**config.mk**
```make
export PLATFORM = sky130hd
export DESIGN_NAME = lsu_stage
export DESIGN_NICKNAME = d
export VERILOG_FILES = /design/src/rtl/lsu_pkg.sv /design/src/rtl/lsu_timer.sv /design/src/rtl/lsu_stage.sv
export SDC_FILE = /design/constraint.sdc
export NUM_CORES = 1
export LEC_CHECK = 0
export CORE_ASPECT_RATIO = 0.9
export CORE_MARGIN = 2
export CORE_UTILIZATION = 44
export CTS_CLUSTER_DIAMETER = 80
export DETAILED_ROUTE_END_ITERATION = 8
export GPL_ROUTABILITY_DRIVEN = 0
export PLACE_DENSITY = 0.83
export SYNTH_ARGS = -nofsm -noshare
export SYNTH_HDL_FRONTEND = slang
export SYNTH_SLANG_ARGS = --single-unit
export TNS_END_PERCENT = 5
```
**constraint.sdc**
```tcl
create_clock -name clk -period 7.5 [get_ports clk]
set_clock_uncertainty 0.15 [all_clocks]
set_input_delay 1.125 -clock clk [delete_from_list [all_inputs] [get_ports clk]]
set_output_delay 1.125 -clock clk [all_outputs]
set_load 0.03 [all_outputs]
```
**src/rtl/lsu_pkg.sv**
```systemverilog
// -----------------------------------------------------------------------------
// lsu_pkg - shared types and constants for the load/store memory stage.
//
// Contents:
//   lsu_state_e       two-state FSM encoding (IDLE, WAIT)
//   S_IDLE / S_WAIT   the same encodings as plain localparam constants
//   WORD_W, REG_W     data word and register-index widths
//   ALIGN_MASK        low address bits that must be zero for a word access
//   tmr_width()       width of the optional timeout counter (4-bit minimum)
// -----------------------------------------------------------------------------
package lsu_pkg;

  typedef enum logic [0:0] {
    IDLE = 1'b0,
    WAIT = 1'b1
  } lsu_state_e;

  localparam logic [0:0] S_IDLE = 1'b0;
  localparam logic [0:0] S_WAIT = 1'b1;

  localparam int unsigned WORD_W = 32;
  localparam int unsigned REG_W  = 5;

  localparam logic [1:0] ALIGN_MASK = 2'b11;

  // Counter must hold values up to TIMEOUT; never narrower than 4 bits.
  function automatic int unsigned tmr_width(input int unsigned timeout);
    int unsigned w;
    w = $clog2(timeout + 1);
    return (w < 4) ? 4 : w;
  endfunction

endpackage

```
**src/rtl/lsu_timer.sv**
```systemverilog
// -----------------------------------------------------------------------------
// lsu_timer - wait-cycle counter for the memory stage timeout.
//
// Only instantiated when LSU_TIMEOUT_EN is defined.
//
// Ports:
//   clk        clock
//   rst        asynchronous active-high reset, clears the count
//   i_clear    load the count with zero (held while the stage is idle)
//   i_inc      one more WAIT cycle passed without an ack
//   o_expired  this increment brings the count to TIMEOUT
// -----------------------------------------------------------------------------
module lsu_timer
  import lsu_pkg::*;
#(
  parameter int unsigned TIMEOUT = 15
) (
  input  logic clk,
  input  logic rst,
  input  logic i_clear,
  input  logic i_inc,
  output logic o_expired
);

  localparam int unsigned CNT_W = tmr_width(TIMEOUT);

  logic [CNT_W-1:0] r_cnt;
  logic [CNT_W-1:0] w_cnt_d;

  // r_cnt counts completed ack-less WAIT cycles, so the increment taken in the
  // TIMEOUT-th such cycle is the one that reaches TIMEOUT.
  assign o_expired = i_inc && (r_cnt == CNT_W'(TIMEOUT - 1));

  always_comb begin
    w_cnt_d = r_cnt;
    if (i_clear) begin
      w_cnt_d = '0;
    end else if (i_inc) begin
      w_cnt_d = r_cnt + 1'b1;
    end
  end

  always_ff @(posedge clk or posedge rst) begin
    if (rst) begin
      r_cnt <= '0;
    end else begin
      r_cnt <= w_cnt_d;
    end
  end

endmodule

```
**src/rtl/lsu_stage.sv**
```systemverilog
// -----------------------------------------------------------------------------
// lsu_stage - MIPS memory stage downstream of the ALU.
//
// Pass-through ops write the ALU result back one cycle later. Loads/stores use
// the ALU result as a byte address and run a single-outstanding req/ack
// transaction to data memory; the execute stage is stalled while it is open.
//
// Optional build macro: LSU_TIMEOUT_EN - abort a transaction after TIMEOUT
// ack-less WAIT cycles and pulse bus_err. Without it, WAIT waits forever and
// bus_err is tied low.
//
// Ports:
//   clk, rst                      clock, async active-high reset
//   ex_valid/is_load/is_store     op presented by execute
//   ex_result, ex_wdata, ex_rd    ALU result / address, store data, dest reg
//   stall                         execute must hold its inputs
//   mem_req/we/addr/wdata         memory request (held stable while waiting)
//   mem_ack, mem_rdata            memory completion and load data
//   wb_valid, wb_rd, wb_data      writeback pulse
//   misalign, bus_err             one-cycle error pulses
// -----------------------------------------------------------------------------
module lsu_stage
  import lsu_pkg::*;
#(
  parameter int unsigned ADDR_W  = 32,
  parameter int unsigned TIMEOUT = 15
) (
  input  logic              clk,
  input  logic              rst,
  input  logic              ex_valid,
  input  logic              ex_is_load,
  input  logic              ex_is_store,
  input  logic [31:0]       ex_result,
  input  logic [31:0]       ex_wdata,
  input  logic [4:0]        ex_rd,
  output logic              stall,
  output logic              mem_req,
  output logic              mem_we,
  output logic [ADDR_W-1:0] mem_addr,
  output logic [31:0]       mem_wdata,
  input  logic              mem_ack,
  input  logic [31:0]       mem_rdata,
  output logic              wb_valid,
  output logic [4:0]        wb_rd,
  output logic [31:0]       wb_data,
  output logic              misalign,
  output logic              bus_err
);

  if (ADDR_W < 2 || ADDR_W > WORD_W || TIMEOUT < 1) begin : g_bad_param
    $error("lsu_stage: ADDR_W must be 2..32 and TIMEOUT at least 1");
  end

  logic [0:0]        r_state;
  logic [0:0]        w_state_d;
  logic [ADDR_W-1:0] r_addr;
  logic [ADDR_W-1:0] w_addr_d;
  logic              r_we;
  logic              w_we_d;
  logic [WORD_W-1:0] r_wdata;
  logic [WORD_W-1:0] w_wdata_d;
  logic [REG_W-1:0]  r_rd;
  logic [REG_W-1:0]  w_rd_d;
  logic              r_wb_valid;
  logic              w_wb_valid_d;
  logic [REG_W-1:0]  r_wb_rd;
  logic [REG_W-1:0]  w_wb_rd_d;
  logic [WORD_W-1:0] r_wb_data;
  logic [WORD_W-1:0] w_wb_data_d;
  logic              r_misalign;
  logic              w_misalign_d;
  logic              r_bus_err;
  logic              w_bus_err_d;

  logic w_waiting;
  logic w_accept;
  logic w_is_mem;
  logic w_is_store;
  logic w_unaligned;
  logic w_timeout;

  assign w_waiting   = (r_state == S_WAIT);
  assign w_accept    = ex_valid && !w_waiting;
  assign w_is_mem    = ex_is_load || ex_is_store;
  // Load wins when both flags are set.
  assign w_is_store  = ex_is_store && !ex_is_load;
  assign w_unaligned = (ex_result[1:0] & ALIGN_MASK) != 2'b00;

`ifdef LSU_TIMEOUT_EN
  logic w_tmr_clear;
  logic w_tmr_inc;

  // Held clear while idle so the count starts at zero on entry to WAIT.
  assign w_tmr_clear = !w_waiting;
  assign w_tmr_inc   = w_waiting && !mem_ack;

  lsu_timer #(
    .TIMEOUT(TIMEOUT)
  ) u_timer (
    .clk      (clk),
    .rst      (rst),
    .i_clear  (w_tmr_clear),
    .i_inc    (w_tmr_inc),
    .o_expired(w_timeout)
  );
`else
  assign w_timeout = 1'b0;
`endif

  always_comb begin
    w_state_d    = r_state;
    w_addr_d     = r_addr;
    w_we_d       = r_we;
    w_wdata_d    = r_wdata;
    w_rd_d       = r_rd;
    w_wb_valid_d = 1'b0;
    w_wb_rd_d    = r_wb_rd;
    w_wb_data_d  = r_wb_data;
    w_misalign_d = 1'b0;
    w_bus_err_d  = 1'b0;

    case (r_state)
      S_IDLE: begin
        if (w_accept) begin
          if (!w_is_mem) begin
            w_wb_valid_d = 1'b1;
            w_wb_rd_d    = ex_rd;
            w_wb_data_d  = ex_result;
          end else if (w_unaligned) begin
            w_misalign_d = 1'b1;
          end else begin
            w_state_d = S_WAIT;
            w_addr_d  = ex_result[ADDR_W-1:0];
            w_we_d    = w_is_store;
            w_wdata_d = ex_wdata;
            w_rd_d    = ex_rd;
          end
        end
      end
      S_WAIT: begin
        // An ack in the timeout cycle still completes the access.
        if (mem_ack) begin
          w_state_d = S_IDLE;
          if (!r_we) begin
            w_wb_valid_d = 1'b1;
            w_wb_rd_d    = r_rd;
            w_wb_data_d  = mem_rdata;
          end
        end else if (w_timeout) begin
          w_state_d   = S_IDLE;
          w_bus_err_d = 1'b1;
        end
      end
      default: begin
        w_state_d = S_IDLE;
      end
    endcase
  end

  always_ff @(posedge clk or posedge rst) begin
    if (rst) begin
      r_state    <= S_IDLE;
      r_addr     <= '0;
      r_we       <= 1'b0;
      r_wdata    <= '0;
      r_rd       <= '0;
      r_wb_valid <= 1'b0;
      r_wb_rd    <= '0;
      r_wb_data  <= '0;
      r_misalign <= 1'b0;
      r_bus_err  <= 1'b0;
    end else begin
      r_state    <= w_state_d;
      r_addr     <= w_addr_d;
      r_we       <= w_we_d;
      r_wdata    <= w_wdata_d;
      r_rd       <= w_rd_d;
      r_wb_valid <= w_wb_valid_d;
      r_wb_rd    <= w_wb_rd_d;
      r_wb_data  <= w_wb_data_d;
      r_misalign <= w_misalign_d;
      r_bus_err  <= w_bus_err_d;
    end
  end

  // mem_req follows state directly so an async reset drops it at once.
  assign stall     = w_waiting;
  assign mem_req   = w_waiting;
  assign mem_we    = r_we;
  assign mem_addr  = r_addr;
  assign mem_wdata = r_wdata;
  assign wb_valid  = r_wb_valid;
  assign wb_rd     = r_wb_rd;
  assign wb_data   = r_wb_data;
  assign misalign  = r_misalign;
  assign bus_err   = r_bus_err;

endmodule

```
# Word-level counts from Yosys, hierarchy flattened
# Index checks and enable logic that the tools add are counted.
# totals
register_bits	110
in_bits	107
out_inout_bits	107
# classes
eq_ne	4
mux	24
bitwise_logic	2
reduce_logical	8
# op_table
cell	n
$mux 32	4
$pmux 32 s2	1
$mux 5	4
$mux 1	12
$pmux 5 s2	1
$ne 2x2->1 const B	4
$reduce_and 4->1	2
$pmux 1 s2	2
$logic_and 1x1->1	2
$logic_not 1->1	2
$not 1->1	2
$reduce_bool 2->1	1
$logic_or 1x1->1	1

# Depth between registers and ports, before layout
# Gate-level depths: netlist of run 1.
# logic_depth
ltp_word	5
depth_mapped	5
mapped_depth_nobuf	3

# Worst setup path after synthesis of run 1
# No wires, ideal clock.
# synth_timing
path_kind	input port to flip-flop
start	input ex_result[1]
end	register r_addr[10], in the netlist mem_addr[10]
setup_ps	125
arrival_ps	2207
t_required_ps	7225
setup_slack_ps	5018
path_stages	5
n_path_buf	2
path_cell_list	nor4b_2 > nor2b_1 > buf_4 > buf_6 > mux2_2
# synth_between
elab_chain_cells	3
# synth_lines
item	line_no	rtl
start: declaration	lsu_stage.sv:33	input logic [31:0] ex_result,
$reduce_bool 2->1	lsu_stage.sv:87	assign w_unaligned = (ex_result[1:0] & ALIGN_MASK) != 2'b00;
$not 1->1 (no line)	n/a	
$reduce_and 4->1 (no line)	n/a	
end signal: assignment	lsu_stage.sv:174	r_addr <= w_addr_d;
end: declaration	lsu_stage.sv:56	logic [ADDR_W-1:0] r_addr;
# No other way between the ends.
# A chain may end at the register's enable or synchronous reset.

# Worst setup path after layout of run 1
# layout_timing
start	register r_state, in the netlist mem_req
end	output mem_req
# layout_rtl
item	line_no	rtl
start: declaration	lsu_stage.sv:54	logic [0:0] r_state;
start signal: assignment	lsu_stage.sv:173	r_state <= w_state_d;
end: declaration	lsu_stage.sv:37	output logic mem_req,
# No word-level cell between the ends.

==> results of run 1 <==
[layer usage]
layer	GRT usage, %	part of all wire [%]
met1	23.6	40
met4	5.89	1.4
met3	6.79	7.4
met5	0	0
met2	34.0	51
[metrics by stage]
stage / setup WS, ns / instances
finish: 4.01 / 627
global route: 3.91 / 627
CTS: 3.96 / 627
detailed placement: 3.90 / 611
global placement: 3.96 / 611
floorplan: 3.32 / 285
[synth_stat cells]
library cell	number	area (µm²)
buf_6	7	78.8
nand2_1	1	3.75
conb_1	1	3.75
nor2b_1	3	18.8
buf_1	1	3.75
a21oi_1	2	10.0
o32ai_2	1	16.3
inv_1	2	7.51
nor4b_2	1	15.0
mux2_1	6	67.6
mux2_2	135	1520
dfrtp_1	110	2750
nor3_1	1	5.00
nand2b_1	1	6.26
a21o_1	1	7.51
nor2_1	2	7.51
buf_2	4	20.0
buf_4	6	45.0
[report_power, final]
part	internal (mW)	switching, mW
Combinational	0.431	0.456
Sequential	0.748	0.0863
Clock	0.271	0.217
[cells by family after synthesis]
family | Yosys count | share of synthesized area [%]
buffers and inverters | 20 | 3.38
muxes | 141 | 34.6
DFF | 110 | 60.0
other | 1 | 0.0817
and+or+nand+nor | 9 | 1.23
AOI/OAI and AO/OA | 4 | 0.736
[cell type report]
cell class	instances	area, µm²
Clock buffer	10	239
Clock inverter	6	68.8
Fill cell	760	3130
Inverter	2	10.0
Multi-Input combinational cell	155	1700
Sequential cell	110	2750
Tap cell	129	161
Timing Repair Buffer	215	2140
[registers in the layout, summed over array words and instances, names as in the netlist]
name	cells
mem_addr	32
mem_req	1
mem_wdata	32
mem_we	1
misalign	1
r_rd	5
wb_data	32
wb_rd	5
wb_valid	1
[how the worst max path moves through the flow]
stage | end | depth (start not counted) | from | slack, ns
after CTS | mem_req | 1 | mem_req$_DFF_PP0_ | 3.96
final | mem_req | 1 | mem_req$_DFF_PP0_ | 4.01
after global routing | mem_req | 1 | mem_req$_DFF_PP0_ | 3.91
after detailed placement | mem_wdata[9]$_DFFE_PP0P_ | 5 | ex_result[1] | 3.90
after global placement | mem_addr[27]$_DFFE_PP0P_ | 5 | ex_result[1] | 3.96
after floorplan | mem_addr[0]$_DFFE_PP0P_ | 1 | rst | 3.32
==> flow_metrics.env, run 1 <==
export IMPL_nets=600
export IMPL_ff2ff_setup_slack_ns=4.61
export IMPL_mostFrequentLayoutCell="clkdlybuf4s50_1"
export IMPL_cap_violations=0
export IMPL_total_power_mw=2.21
export IMPL_hold_path_startpoint="mem_addr[20]$_DFFE_PP0P_"
export IMPL_min_to="mem_addr[20]$_DFFE_PP0P_"
export IMPL_grt_usage_pct=19.7
export IMPL_die_h_um=101
export IMPL_timing_rr_start="mem_req$_DFF_PP0_"
export IMPL_start_kind="register"
export IMPL_yosysSeqAreaShare_pct=60.0
export IMPL_final_setup_tns_ns=0
export IMPL_rsz0062_at_grt="no"
export IMPL_cp_slowest_cell="dfrtp_2"
export IMPL_slew_limit_headroom_pct=33.3
export IMPL_rows=35
export IMPL_finalCritPeriodShare_pct=46.5
export IMPL_io_pins=214
export IMPL_rr_endpoint="mem_wdata[9]$_DFFE_PP0P_"
export IMPL_peakVddDrop_v=0.000156
export IMPL_path_buf_inv=1
export IMPL_die_area_um2=11300
export IMPL_syn_num_nets=392
export IMPL_post_cts_buffers=0
export IMPL_grt_pass1_vias=3399
export IMPL_clk_pin_slew_ns=0.07
export IMPL_reg2regPathDepth=4
export IMPL_crit_chain="clkdlybuf4s50_1"
export IMPL_grt_max_degree=71
export IMPL_port_buffers=212
export IMPL_min_path_type="register to register"
export IMPL_hold_viol=0
export IMPL_cp_top_family="flip-flops"
export IMPL_cts_max_path_buffers=2
export IMPL_drt_total_wl_um=10700
export IMPL_cts_tree="built"
export IMPL_final_cell_area_um2=7080
export IMPL_n_antenna_cell=0
export IMPL_status="completed"
export IMPL_via_per_inst=4.88
export IMPL_drt_pass1_iter_count=4
export IMPL_worstPathRequired_ns=6.22
export IMPL_area_growth_pct=54.2
export IMPL_antenna_found_initial=0
export IMPL_ys_types=18
export IMPL_cts_buffers=9
export IMPL_worstHoldPathCells=1
export IMPL_layout_common_cells="clkdlybuf4s50_1, mux2_2, dfrtp_1, clkbuf_16, mux2_1"
export IMPL_final_util_pct=69.4
export IMPL_synth_seq_cells=110
export IMPL_vias=3062
export IMPL_cts_resized=0
export IMPL_clockRootBuffer="clkbuf_16"
export IMPL_yosysWarnings=0
export IMPL_place_area_um2=6770
export IMPL_cp_arrival_ns=2.21
export IMPL_netlist_instances=285
export IMPL_critPathMaxStageDelay_ns=1.03
export IMPL_finalSetupViolations=0
export IMPL_hpwlAfterDp_um=7660
export IMPL_layout_min_cycle_time_ns=3.49
export IMPL_fp_coreArea_um2=10200
export IMPL_critPathMaxFanout=43
export IMPL_cts_sinks=110
export IMPL_worstMarginPinSlew_ns=1.00
export IMPL_initial_core_util_pct=45.0
export IMPL_max_freq_ghz=0.287
export IMPL_leakage_nw=2.88
export IMPL_wl_per_cell_um=17.1
export IMPL_drcViolationCount=0
export IMPL_power_density_nw_per_um2=312
export IMPL_antenna_left=0
export IMPL_critical_path_class="register to output port"
export IMPL_syn_area_per_cell_um2=16.1
export IMPL_end_kind="output port"
export IMPL_grt_overflow=0
export IMPL_whs_ns=0.340
export IMPL_drive_above_1_share_pct=31.9
export IMPL_cts_hold_buf=0
export IMPL_grt_pass1_wl_um=17500
export IMPL_worst_skew_pair_late_latency_ns=0.34
export IMPL_maxSlewViolCount=0
export IMPL_htree_num_levels=3
export IMPL_drt_initial_drc_count=57
export IMPL_netlist_area_um2=4590
export IMPL_chipWidth_um=112
(Power assumes the default switching activity.)
==> run 2, diff against run 1 <==
--- a/config.mk
+++ b/config.mk
@@ -7,11 +7,11 @@
 export LEC_CHECK = 0
 export CORE_ASPECT_RATIO = 0.9
 export CORE_MARGIN = 2
-export CORE_UTILIZATION = 44
+export CORE_UTILIZATION = 37
 export CTS_CLUSTER_DIAMETER = 80
 export DETAILED_ROUTE_END_ITERATION = 8
 export GPL_ROUTABILITY_DRIVEN = 0
-export PLACE_DENSITY = 0.83
+export PLACE_DENSITY = 0.74
 export SYNTH_ARGS = -nofsm -noshare
 export SYNTH_HDL_FRONTEND = slang
 export SYNTH_SLANG_ARGS = --single-unit
==> constraint.sdc (replaced) <==
create_clock -name clk -period 3.2 [get_ports clk]
set_clock_uncertainty 0.15 [all_clocks]
set_input_delay 0.48 -clock clk [delete_from_list [all_inputs] [get_ports clk]]
set_output_delay 0.48 -clock clk [all_outputs]
set_load 0.03 [all_outputs]
==> flow_metrics.env, run 2 (synthesized netlist as in run 1, its figures left out) <==
export IMPL_status="completed"
export IMPL_finalSetupViolations=0
export IMPL_worstMarginPinSlew_ns=0.589
export IMPL_cts_resized=0
export IMPL_crit_chain="clkdlybuf4s50_1"
export IMPL_drt_total_wl_um=11100
export IMPL_finalCritPeriodShare_pct=78.8
export IMPL_critPathMaxFanout=27
export IMPL_mostFrequentLayoutCell="clkdlybuf4s50_1"
export IMPL_grt_pass1_wl_um=17100
export IMPL_io_pins=214
export IMPL_combPwrFrac_pct=39.2
export IMPL_grt_pass1_vias=3303
export IMPL_via_per_inst=4.69
export IMPL_leakage_nw=2.93
export IMPL_layout_common_cells="clkdlybuf4s50_1, mux2_2, dfrtp_1, clkbuf_16, buf_4"
export IMPL_power_density_nw_per_um2=742
export IMPL_cts_buffers=9
export IMPL_drt_initial_drc_count=87
export IMPL_htree_num_levels=3
export IMPL_cp_arrival_ns=1.89
export IMPL_layout_min_cycle_time_ns=2.52
export IMPL_fillers=965
export IMPL_drive_above_1_share_pct=32.6
export IMPL_cts_max_path_buffers=2
export IMPL_area_growth_pct=57.3
export IMPL_wl_per_cell_um=16.8
export IMPL_drcViolationCount=0
export IMPL_slew_limit_headroom_pct=60.7
export IMPL_final_setup_tns_ns=0
export IMPL_cts_sinks=110
export IMPL_rsz0062_at_grt="no"
export IMPL_critPathMaxStageDelay_ns=0.79
export IMPL_cts_hold_buf=0
export IMPL_cts_tree="built"
export IMPL_critical_path_class="register to output port"
export IMPL_p_sw_share_pct=33.2
export IMPL_grt_max_degree=49
export IMPL_clkPwrFrac_pct=24.4
export IMPL_clk_pin_slew_ns=0.07
export IMPL_start_kind="register"
export IMPL_die_area_um2=13300
export IMPL_cp_slowest_cell="clkdlybuf4s50_1"
export IMPL_placed_cells=647
export IMPL_hpwlAfterDp_um=8250
export IMPL_grt_usage_pct=16.8
export IMPL_whs_ns=0.208
export IMPL_end_kind="output port"
export IMPL_cp_top_family="buffers and inverters"
export IMPL_grt_overflow=0
export IMPL_fp_coreArea_um2=12100
export IMPL_hold_viol=0
export IMPL_maxSlewViolCount=0
export IMPL_worstPathRequired_ns=2.57
export IMPL_clockRootBuffer="clkbuf_16"
export IMPL_chipWidth_um=121
export IMPL_multi_input_area_um2=1700
export IMPL_p_switching_mw=1.78
export IMPL_drt_pass1_iter_count=4
export IMPL_n_antenna_cell=0
export IMPL_worst_skew_pair_late_latency_ns=0.34
export IMPL_rows=38
export IMPL_die_h_um=110
export IMPL_fin_ws_ns=0.678
export IMPL_dp_slack_ns=0.660
export IMPL_antenna_found_initial=0
export IMPL_post_cts_buffers=0
export IMPL_pwr_share_seq_pct=36.4
export IMPL_final_util_pct=59.8
export IMPL_cap_violations=0
export IMPL_antenna_left=0
export IMPL_port_buffers=212
export IMPL_nets=605
export IMPL_min_path_type="primary input to async pin"
export IMPL_initial_core_util_pct=38.0
export IMPL_peakVddDrop_v=0.000356
export IMPL_layout_cells_non_filler=663
export IMPL_p_int_mw=3.58
export IMPL_max_freq_ghz=0.397
export IMPL_vias=3108
export IMPL_path_buf_inv=1
export IMPL_seq_area_um2=2750
## run 2: cell count changes in the layout (fill, tap and decap cells not counted)
cell	change
inv_4	-1
inv_6	-1
clkbuf_8	+1
buf_12	+1
buf_4	+4
clkinv_4	-1
bufinv_16	+2
## run 2: cell type report
type                            instances  area share [%]
Clock buffer                           11            3.50
Tap cell                              160            2.77
Multi-Input combinational cell        155            23.6
Sequential cell                       110            38.2
Inverter                                2           0.156
Timing Repair Buffer                  220            30.4
Clock inverter                          5            1.44
## run 2: power groups by stage
stage | registers [mW] | logic (mW) | clock network, mW
floorplan | 2.66 | 0.446 | 0
global placement | 1.95 | 2.09 | 0
detailed placement | 1.97 | 2.12 | 0
CTS | 1.95 | 2.13 | 1.35
global route | 2.00 | 2.20 | 1.41
finish | 1.95 | 2.10 | 1.31
## run 2: metal layers
metal / routed length, µm / GRT usage (%) / vias to the layer above
met1: 4510 / 20.0 / 1517
met2: 5380 / 27.6 / 125
li1: - / - / 1444
met4: 325 / 7.96 / 0
met5: 0 / 0 / -
met3: 890 / 5.71 / 22
## run 2: worst reg2reg max path: cells and delay by family (launching register included)
kind | cells | cell delay, ns
DFF | 1 | 0.63
muxes | 1 | 0.38
buffers and inverters | 1 | 0.30
and+or+nand+nor | 2 | 0.73
## run 2: per-stage QoR
stage               area, µm²  power, mW
floorplan                4590       3.10
global placement         6860       4.04
detailed placement       6860       4.09
CTS                      7220       5.43
global route             7220       5.60
finish                   7220       5.35
## run 2: final timing paths
path / end / startpoint / depth (start not counted) / slack (ns)
hold reg to reg: mem_addr[21]$_DFFE_PP0P_ / mem_addr[21]$_DFFE_PP0P_ / 1 / 0.34
max in group asynchronous: mem_addr[2]$_DFFE_PP0P_ / rst / 3 / 1.93
hold / removal: wb_data[23]$_DFFE_PP0P_ / rst / 2 / 0.21
setup reg to reg: mem_addr[23]$_DFFE_PP0P_ / mem_req$_DFF_PP0_ / 4 / 0.90
min in group clk: mem_addr[21]$_DFFE_PP0P_ / mem_addr[21]$_DFFE_PP0P_ / 1 / 0.34
setup / recovery: stall / mem_req$_DFF_PP0_ / 1 / 0.68
